==> config.mk <==
export PLATFORM = sky130hd
export DESIGN_NAME = ccsds123_sa_encoder
export DESIGN_NICKNAME = d
export VERILOG_FILES = /design/src/rtl/ccsds123_pkg.sv /design/src/rtl/ccsds123_k_select.sv /design/src/rtl/ccsds123_sa_encoder.sv
export SDC_FILE = /design/constraint.sdc
export NUM_CORES = 1
export LEC_CHECK = 0
export ABC_AREA = 1
export BUFFER_PORTS_ARGS = -buffer_cell sky130_fd_sc_hd__buf_4
export CAP_MARGIN = 40
export CORE_MARGIN = 5
export CORE_UTILIZATION = 60
export DETAILED_ROUTE_END_ITERATION = 7
export PLACE_DENSITY_LB_ADDON = 0.2
export REMOVE_ABC_BUFFERS = 1
export SLEW_MARGIN = 10
export SYNTH_ARGS = -nofsm -noshare
export SYNTH_HDL_FRONTEND = slang
export SYNTH_HIERARCHICAL = 1
export SYNTH_SLANG_ARGS = --single-unit
==> constraint.sdc <==
create_clock -name clk -period 7.7 [get_ports clk]
set_clock_uncertainty 0.2 [all_clocks]
set_input_delay 1.155 -clock clk [delete_from_list [all_inputs] [get_ports clk]]
set_output_delay 1.155 -clock clk [all_outputs]
set_load 0.01 [all_outputs]
==> src/rtl/ccsds123_pkg.sv <==
// Shared constants and elaboration-time helpers for the CCSDS 123 entropy coders.
package ccsds123_pkg;

    localparam int CW_LEN_W = 6;
    localparam int UMAX_MIN = 8;
    localparam int UMAX_MAX = 32;

    function automatic int acc_width(input int d, input int gamma_star);
        return d + gamma_star + 1;
    endfunction

    // Accumulator seed written for every band at the first pixel of an image.
    function automatic longint acc_init(input int kzp, input int gamma0);
        return ((3 * (longint'(1) << (kzp + 6)) - 49) * (longint'(1) << gamma0)) >> 7;
    endfunction

endpackage

==> src/rtl/ccsds123_k_select.sv <==
// Golomb-Power-of-2 parameter search: largest k in 0..D-2 with G*2^k <= A + floor(49*G/128).
// Purely combinational; no latency, no flow control.
module ccsds123_k_select
    import ccsds123_pkg::*;
#(
    parameter int D          = 16,
    parameter int GAMMA_STAR = 6,
    parameter int ACC_W      = acc_width(D, GAMMA_STAR),
    parameter int KW         = $clog2(D)
) (
    input  logic [ACC_W-1:0]      i_acc,
    input  logic [GAMMA_STAR-1:0] i_cnt,
    output logic [KW-1:0]         o_k
);

    localparam int CW = ACC_W + 2;

    logic [CW-1:0] w_rhs;
    logic          w_found;

    assign w_rhs = CW'(i_acc) + ((CW'(i_cnt) * CW'(49)) >> 7);

    // Highest k wins; falls through to k=0 when nothing satisfies the bound.
    always_comb begin
        o_k     = '0;
        w_found = 1'b0;
        for (int k = D - 2; k >= 0; k--) begin
            if (!w_found && ((CW'(i_cnt) << k) <= w_rhs)) begin
                o_k     = KW'(k);
                w_found = 1'b1;
            end
        end
    end

endmodule

==> src/rtl/ccsds123_sa_encoder.sv <==
// Sample-adaptive GPO2 coder: one right-aligned codeword per mapped residual, BIP order.
// Latency 2 cycles, one residual per cycle, no backpressure (input is always accepted).
module ccsds123_sa_encoder
    import ccsds123_pkg::*;
#(
    parameter int D          = 16,
    parameter int NX         = 4,
    parameter int NY         = 4,
    parameter int NZ         = 16,
    parameter int UMAX       = 18,
    parameter int GAMMA0     = 1,
    parameter int GAMMA_STAR = 6,
    parameter int KZP        = 8
) (
    input  logic                clk,
    input  logic                aresetn,
    input  logic [D-1:0]        res,
    input  logic                res_valid,
    output logic [UMAX+D-1:0]   cw_data,
    output logic [CW_LEN_W-1:0] cw_len,
    output logic                cw_valid,
    output logic                cw_last
);

    localparam int ACC_W    = acc_width(D, GAMMA_STAR);
    localparam int KW       = $clog2(D);
    localparam int DW       = UMAX + D;
    localparam int NPIX     = NX * NY;
    localparam int ZW       = (NZ > 1) ? $clog2(NZ) : 1;
    localparam int TW       = (NPIX > 1) ? $clog2(NPIX) : 1;
    localparam int UMAX_EFF = (UMAX < UMAX_MIN) ? UMAX_MIN : ((UMAX > UMAX_MAX) ? UMAX_MAX : UMAX);
    localparam logic [GAMMA_STAR-1:0] G_INIT   = GAMMA_STAR'(1 << GAMMA0);
    localparam logic [GAMMA_STAR-1:0] G_MAX    = GAMMA_STAR'((1 << GAMMA_STAR) - 1);
    localparam logic [ACC_W-1:0]      ACC_INIT = ACC_W'(acc_init(KZP, GAMMA0));

    logic [ZW-1:0]         r_z;
    logic [TW-1:0]         r_t;
    logic [GAMMA_STAR-1:0] r_g;
    logic [ACC_W-1:0]      r_acc [NZ];

    logic                  r_s1_vld;
    logic                  r_s1_first;
    logic                  r_s1_last;
    logic [KW-1:0]         r_s1_k;
    logic [D-1:0]          r_s1_delta;

    logic [ACC_W-1:0]      w_acc_rd;
    logic [ACC_W-1:0]      w_acc_nxt;
    logic [ACC_W:0]        w_sum;
    logic [ACC_W:0]        w_sum_inc;
    logic [GAMMA_STAR:0]   w_g_inc;
    logic [KW-1:0]         w_k;
    logic                  w_first;
    logic                  w_z_end;
    logic                  w_last;

    logic [D-1:0]          w_u;
    logic [DW-1:0]         w_one;
    logic [DW-1:0]         w_mask;
    logic [DW-1:0]         w_data;
    logic [CW_LEN_W-1:0]   w_len;

    // ---------------- stage 1: k search, accumulator update, indexing ----------------
    assign w_acc_rd  = r_acc[r_z];
    assign w_first   = (r_t == '0);
    assign w_z_end   = (r_z == ZW'(NZ - 1));
    assign w_last    = w_z_end && (r_t == TW'(NPIX - 1));
    assign w_sum     = {1'b0, w_acc_rd} + (ACC_W + 1)'(res);
    assign w_sum_inc = w_sum + (ACC_W + 1)'(1);
    assign w_g_inc   = {1'b0, r_g} + (GAMMA_STAR + 1)'(1);

    ccsds123_k_select #(
        .D          (D),
        .GAMMA_STAR (GAMMA_STAR),
        .ACC_W      (ACC_W),
        .KW         (KW)
    ) u_k_select (
        .i_acc (w_acc_rd),
        .i_cnt (r_g),
        .o_k   (w_k)
    );

    always_comb begin
        w_acc_nxt = ACC_INIT;
        if (!w_first) begin
            w_acc_nxt = (r_g < G_MAX) ? w_sum[ACC_W-1:0] : w_sum_inc[ACC_W:1];
        end
    end

    // Write lands at this edge; the next same-band read is a later cycle, so no bypass.
    always_ff @(posedge clk) begin
        if (aresetn && res_valid) begin
            r_acc[r_z] <= w_acc_nxt;
        end
    end

    always_ff @(posedge clk) begin
        if (!aresetn) begin
            r_z        <= '0;
            r_t        <= '0;
            r_g        <= G_INIT;
            r_s1_vld   <= 1'b0;
            r_s1_first <= 1'b0;
            r_s1_last  <= 1'b0;
            r_s1_k     <= '0;
            r_s1_delta <= '0;
        end else begin
            r_s1_vld <= res_valid;
            if (res_valid) begin
                r_s1_k     <= w_k;
                r_s1_delta <= res;
                r_s1_first <= w_first;
                r_s1_last  <= w_last;
                if (w_z_end) begin
                    r_z <= '0;
                    if (w_last) begin
                        r_t <= '0;
                        r_g <= G_INIT;
                    end else begin
                        r_t <= r_t + TW'(1);
                        if (!w_first) begin
                            r_g <= (r_g < G_MAX) ? w_g_inc[GAMMA_STAR-1:0] : w_g_inc[GAMMA_STAR:1];
                        end
                    end
                end else begin
                    r_z <= r_z + ZW'(1);
                end
            end
        end
    end

    // ---------------- stage 2: codeword formation ----------------
    assign w_u    = r_s1_delta >> r_s1_k;
    assign w_one  = DW'(1) << r_s1_k;
    assign w_mask = w_one - DW'(1);

    always_comb begin
        w_len  = CW_LEN_W'(D);
        w_data = DW'(r_s1_delta);
        if (!r_s1_first) begin
            if (32'(w_u) < UMAX_EFF) begin
                w_len  = CW_LEN_W'(w_u) + CW_LEN_W'(r_s1_k) + CW_LEN_W'(1);
                w_data = w_one | (DW'(r_s1_delta) & w_mask);
            end else begin
                w_len  = CW_LEN_W'(UMAX_EFF + D);
            end
        end
    end

    always_ff @(posedge clk) begin
        if (!aresetn) begin
            cw_data  <= '0;
            cw_len   <= '0;
            cw_valid <= 1'b0;
            cw_last  <= 1'b0;
        end else begin
            cw_valid <= r_s1_vld;
            cw_last  <= r_s1_vld & r_s1_last;
            if (r_s1_vld) begin
                cw_data <= w_data;
                cw_len  <= w_len;
            end
        end
    end

endmodule

# After elaboration in Yosys (flattened, before gate mapping)
# Memory sizes are Yosys's and may differ from the RTL's. A register that Yosys moved wholly into a read port is not among the register bits.
# Cells that the tools add are included.
dict set report word_totals {
  mem_bits_rw 368
  mem_count 1
  out_inout_bits 42
  regBits 79
}
dict set report op_classes {
  bitwise_logic 3
  n_reduce_logical 33
  shift 2
  muxes 44
  mul 1
  n_addsub 9
  eq_ne 3
  order_cmp 17
}
# memory words word_bits rd rd_clocked_by_memory_dff write_ports line
set mem_list {}
lappend mem_list {r_acc 16 23 1 1 1 ccsds123_sa_encoder.sv:39} ;# logic [ACC_W-1:0] r_acc [NZ];
# op n
set op_table {}
lappend op_table {{two-way mux 4 bit} 19}
lappend op_table {{two-way mux 34 bit} 2}
lappend op_table {{two-way mux 23 bit} 2}
lappend op_table {{bitwise AND 16 x 34 -> 34 bit} 1}
lappend op_table {{bitwise OR 34 bit} 1}
lappend op_table {{left shift 1 x 4 -> 34 bit (first input constant)} 1}
lappend op_table {{subtractor 34 x 1 -> 34 bit (second input constant)} 1}
lappend op_table {{two-way mux 6 bit} 5}
lappend op_table {{less-or-equal comparator 10 x 25 -> 1 bit} 1}
lappend op_table {{less-or-equal comparator 11 x 25 -> 1 bit} 1}
lappend op_table {{less-or-equal comparator 12 x 25 -> 1 bit} 1}
lappend op_table {{less-or-equal comparator 13 x 25 -> 1 bit} 1}
lappend op_table {{less-or-equal comparator 14 x 25 -> 1 bit} 1}
lappend op_table {{less-or-equal comparator 15 x 25 -> 1 bit} 1}
lappend op_table {{less-or-equal comparator 16 x 25 -> 1 bit} 1}
lappend op_table {{less-or-equal comparator 17 x 25 -> 1 bit} 1}
lappend op_table {{less-or-equal comparator 18 x 25 -> 1 bit} 1}
lappend op_table {{less-or-equal comparator 19 x 25 -> 1 bit} 1}
lappend op_table {{less-or-equal comparator 20 x 25 -> 1 bit} 1}
lappend op_table {{less-or-equal comparator 6 x 25 -> 1 bit} 1}
lappend op_table {{less-or-equal comparator 7 x 25 -> 1 bit} 1}
lappend op_table {{less-or-equal comparator 8 x 25 -> 1 bit} 1}
lappend op_table {{less-or-equal comparator 9 x 25 -> 1 bit} 1}
lappend op_table {{adder 23 x 16 -> 24 bit} 1}
lappend op_table {{19 further kinds} 64}

# Longest topological paths before layout
dict set report logic_depth {
  word_depth 46
  mapped_depth 42
  ltp_nobuf 40
}

# Hierarchy
# The synthesis kept the hierarchy.
# mod area_per_inst_um2 cells_per_inst instances
set by_module_without_submodules {}
lappend by_module_without_submodules {ccsds123_sa_encoder 20402.1 2040 1}
lappend by_module_without_submodules {ccsds123_k_select 3838.7 593 1}

# Worst setup path before layout
# No wires, ideal clock.
dict set report synth_path {
  path_kind {register to register}
  start {register r_g[4]}
  end {register r_s1_k[2]}
  path_buffers 0
  slack_ps 1962
  arrival_time_ps 5406
  path_stages_with_launch 33
  cell_sequence {dfxtp_1 > ha_1 > ha_1 > ha_1 > ha_1 > a21oi_1 > nand2_1 > nand2_1 > nand2_1 > a21oi_1 > xor2_1 > ha_1 > a21oi_4 > inv_1 > nand2_1 > nand2_2 > nand2_1 > xor2_1 > ha_1 > nand4_1 > nor2_1 > a311oi_1 > and2_1 > inv_1 > o311ai_4 > nor2_4 > nand3_2 > or2_4 > nand2_1 > nor3_1 > nand2_1 > o21ai_0 > a21oi_1}
}
dict set report synth_via {
  elab_chain_len 46
}
# element line
set synth_lines {}
lappend synth_lines {{start: declaration} ccsds123_sa_encoder.sv:38} ;# logic [GAMMA_STAR-1:0] r_g;
lappend synth_lines {{start signal: assignment} ccsds123_sa_encoder.sv:122} ;# r_g <= (r_g < G_MAX) ? w_g_inc[GAMMA_STAR-1:0] : w_g_inc[GAMMA_STAR:1];
lappend synth_lines {{multiplier 6 x 6 -> 12 bit} ccsds123_k_select.sv:21} ;# assign w_rhs = CW'(i_acc) + ((CW'(i_cnt) * CW'(49)) >> 7);
lappend synth_lines {{adder 23 x 5 -> 24 bit} ccsds123_k_select.sv:21}
lappend synth_lines {{less-or-equal comparator 20 x 25 -> 1 bit} ccsds123_k_select.sv:28} ;# if (!w_found && ((CW'(i_cnt) << k) <= w_rhs)) begin
lappend synth_lines {{two-way mux 1 bit} ccsds123_k_select.sv:28}
lappend synth_lines {{logical NOT 1 bit} ccsds123_k_select.sv:28}
lappend synth_lines {{logical AND 1 bit} ccsds123_k_select.sv:28}
lappend synth_lines {{two-way mux 1 bit} ccsds123_k_select.sv:28}
lappend synth_lines {{logical NOT 1 bit} ccsds123_k_select.sv:28}
lappend synth_lines {{[... 31 more ...]} n/a}
lappend synth_lines {{two-way mux 1 bit} ccsds123_k_select.sv:28}
lappend synth_lines {{logical NOT 1 bit} ccsds123_k_select.sv:28}
lappend synth_lines {{logical AND 1 bit} ccsds123_k_select.sv:28}
lappend synth_lines {{two-way mux 1 bit} ccsds123_k_select.sv:28}
lappend synth_lines {{logical NOT 1 bit} ccsds123_k_select.sv:28}
lappend synth_lines {{logical AND 1 bit} ccsds123_k_select.sv:28}
lappend synth_lines {{two-way mux 4 bit *} ccsds123_k_select.sv:28}
lappend synth_lines {{named net w_k[2]} ccsds123_sa_encoder.sv:52} ;# logic [KW-1:0] w_k;
lappend synth_lines {{end signal: assignment} ccsds123_sa_encoder.sv:110} ;# r_s1_k <= w_k;
lappend synth_lines {{end: declaration} ccsds123_sa_encoder.sv:44} ;# logic [KW-1:0] r_s1_k;
# Mark *: on every way through the listed nets, which the timed path passes. The rest lies on a longest branch.
# A chain may end at the register's enable or synchronous reset.

# Worst setup path in the final report
dict set report layout_path {
  start {register r_g[3]}
  end {register r_s1_k[2]}
}
# Same word-level chain as after synthesis.

==> results.py <==
metrics = {
    "cells_and_area": {
        "num-nets-final": 2834,
        "diodes": 0,
        "drive_above_1_share_pct": 12.3,
        "fin_util_pct": 67.1,
        "syn2layout_area_growth_pct": 10.3,
    },
    "floorplanning": {
        "die-area_um2": 44500,
        "io_pins": 61,
        "die_width_um": 211,
        "coreArea_um2": 39800,
        "rows": 73,
        "start_util_pct": 60.9,
        "die_h_um": 211,
    },
    "outcome": {
        "status": "finished clean",
    },
    "critical_path": {
        "cp_max_fo": 9,
        "crit_arrival_ps": 6570,
        "required_ps": 7970,
        "critical-path-top-delay-family": "adder cells",
        "path_buf_inv": 2,
        "critPathKind": "reg2reg",
        "cp-start-kind": "register",
        "r2r_slack_ps": 1400,
        "cp_slowest_cell": "dfxtp_1",
        "rr_worst_depth": 32,
        "max_stage_delay_ps": 570,
        "r2r_start": "r_g[3]",
        "crit_path_frequent_cell": "nand2_1",
        "crit_path_end_kind": "register",
        "r2r_end": "r_s1_k[2]",
    },
    "power": {
        "p_switching_mw": 1.58,
        "p_leak_nw": 10.7,
        "peakVddDrop_v": 0.000229,
        "power_frac_clock_pct": 37.0,
        "switching_share_pct": 28.6,
        "pwr_density_cell_nw_per_um2": 207,
        "intPower_mw": 3.95,
        "p_comb_share_pct": 16.8,
        "pwr-share-seq_pct": 46.3,
    },
    "timing": {
        "timing.final.crit_share_pct": 81.9,
        "setup_viol": 0,
        "timing.final.hold_violations": 0,
        "hold_ws_ps": 241,
        "tns_ps": 0,
        "max_freq_mhz": 159,
        "worst_slew_pin_slew_ps": 1000,
        "final_max_slew_viol_count": 0,
        "slew-limit-headroom_pct": 33.3,
        "fin_crit_ps": 6300,
        "fin_ws_ps": 1400,
        "rsz0062_at_grt": "false",
    },
    "logic_synthesis": {
        "yosys_warnings": 6,
        "synth_flop_cell": "edfxtp_1",
        "synth_seq_cells": 433,
        "syn_inst": 2633,
        "syn_area_um2": 24200,
        "synth-edff-count": 368,
        "ys_seq_area_share_pct": 51.0,
        "yosysUniqueCellTypes": 71,
        "async_reset_ff_share_pct": 0,
        "syn_area_per_cell_um2": 9.21,
    },
    "clock_tree": {
        "clkTransAtPathRegs_ps": 60,
        "cts_setup_buffers": 0,
        "cts.root.buffer_cell": "clkbuf_16",
        "clock-sinks": 433,
        "ctsHoldBuffers": 0,
        "cts_buffers": 45,
        "clk_latency_ps": 590,
        "cts_resized": 0,
        "h-tree-depth": 2,
        "cts_max_path_buffers": 3,
        "cts_tree": "done",
    },
    "grt": {
        "top_usage_layer": "met2",
        "grt_pass1_vias": 18900,
        "use_met3_pct": 3.67,
        "use_met1_pct": 38.1,
        "antenna_found_initial": 0,
        "grt_use_total_pct": 29.0,
        "grt_first_pass_wirelength_mm": 102,
        "grt_max_degree": 187,
        "grt.overflow.total": 0,
        "met2_usage_pct": 49.3,
    },
    "drt": {
        "firstDrtPassIters": 6,
        "vias_per_cell": 6.03,
        "drc": 0,
        "ant_nets": 0,
        "vias": 19600,
        "routed_wl_mm": 65.8,
        "post_drt_wl_per_cell_um": 20.3,
        "drtIter0Drc": 1837,
    },
    "min_path": {
        "hold_end": "cw_last",
        "hold_depth": 2,
        "hold_path.class": "reg2reg",
        "holdCritStartpoint": "r_s1_last",
    },
    "place": {
        "io_buffers": 42,
        "place_hpwl_mm": 42.5,
        "dp_slack_ps": 1440,
        "place.gp.congestion": 0.913,
    },
    "run": {
        "drv_cap": 0,
    },
}
flip-flops by register name, summed over array words and instances, names as in the netlist, 4 cells and up, named ones only:
| signal | cells |
|---|---|
| r_t | 4 |
| r_s1_delta | 16 |
| r_s1_k | 4 |
| r_z | 4 |
| r_g | 6 |
| r_acc | 368 |
| cw_data | 16 |
| cw_len | 6 |
worst reg2reg max path: cells and delay by family (launching register included):
kind	cells	cell delay (ps)
AO/OA/AOI/OAI	7	1050
buffers and inverters	2	150
flip-flops	1	570
XOR/XNOR	2	690
AND/OR/NAND/NOR	15	1560
adder cells (fa/ha/maj)	6	1970
placed cells by master (no fill, tap or decap), drive strengths merged, types with 21 or more instances in the layout:
cell type / instances
a21oi: 110
buf: 102
clkbuf: 59
clkinv: 23
dfxtp: 65
edfxtp: 368
ha: 133
inv: 225
nand2: 544
nand3: 199
nand4: 38
nor2: 355
nor3: 22
o211ai: 39
o21ai: 247
o221ai: 52
o22ai: 21
power by group through the flow:
stage               Sequential, mW  Clock (mW)  Combinational, mW
global route                  2.56        2.18               1.03
CTS                           2.56        2.08              0.915
global placement              2.61           0              0.879
detailed placement            2.61           0              0.909
floorplan                     2.62           0              0.634
finish                        2.56        2.04              0.928
area by class of cell:
cell class                 count  area (µm²)
fill                        3150       13100
sequential                   433       12400
multi-input combinational   1869       10500
clock buffer                  59        1190
timing repair buffer         103         960
inverter                     226         863
tap                          525         657
clock inverter                25         198
per-layer routing:
metal	wire length (µm)	part of all wire, %	vias up
met3	5450	8.3	157
met4	2230	3.4	0
met2	32000	49	862
li1	-	-	9266
met1	26100	40	9266
met5	0	0	-
through the flow:
stage	instance area (µm²)	std cells	total power [mW]
after detailed placement	25300	3155	3.52
after floorplan	23600	2528	3.26
after global placement	25000	3132	3.49
after CTS	26700	3239	5.55
final	26700	3240	5.53
after global routing	26700	3240	5.77
logic make-up after synthesis:
group | synth area share, %
AOI/OAI and AO/OA | 12.5
xor gates and xnor gates | 0.578
adders and majority gates | 7.20
buffers and inverters | 6.30
DFF | 51.0
muxes | 0.0413
other | 0.0155
and+or+nand+nor | 22.4
worst max-delay path by stage:
| stage | startpoint | to | slack, ps | depth (start not counted) |
|---|---|---|---|---|
| after global placement | r_g[3] | r_s1_k[0] | 1580 | 37 |
| after CTS | r_g[3] | r_s1_k[2] | 1420 | 32 |
| final | r_g[3] | r_s1_k[2] | 1400 | 32 |
| after detailed placement | r_g[3] | r_s1_k[2] | 1440 | 32 |
| after global routing | r_g[3] | r_s1_k[0] | 790 | 37 |
| after floorplan | register | r_s1_k[0] | -910 | 34 |
synthesized netlist by cell type (19+ instances only):
cell	count	share of area (%)
buf_2	21	0.43
ha_1	133	6.9
buf_4	23	0.71
edfxtp_1	368	46
nor2_1	323	5.0
nand2_1	500	7.7
nand3_1	177	3.7
nor2_2	21	0.54
nand4_1	37	0.95
inv_2	19	0.29
o21ai_0	222	4.6
clkbuf_1	63	0.98
nand3_2	22	0.91
nand2_2	35	0.90
o22ai_1	21	0.54
a21oi_1	107	2.2
dfxtp_1	65	5.4
o211ai_1	38	1.2
inv_1	199	3.1
o221ai_1	52	1.9
Note: power is estimated with default switching activity, not from simulation.
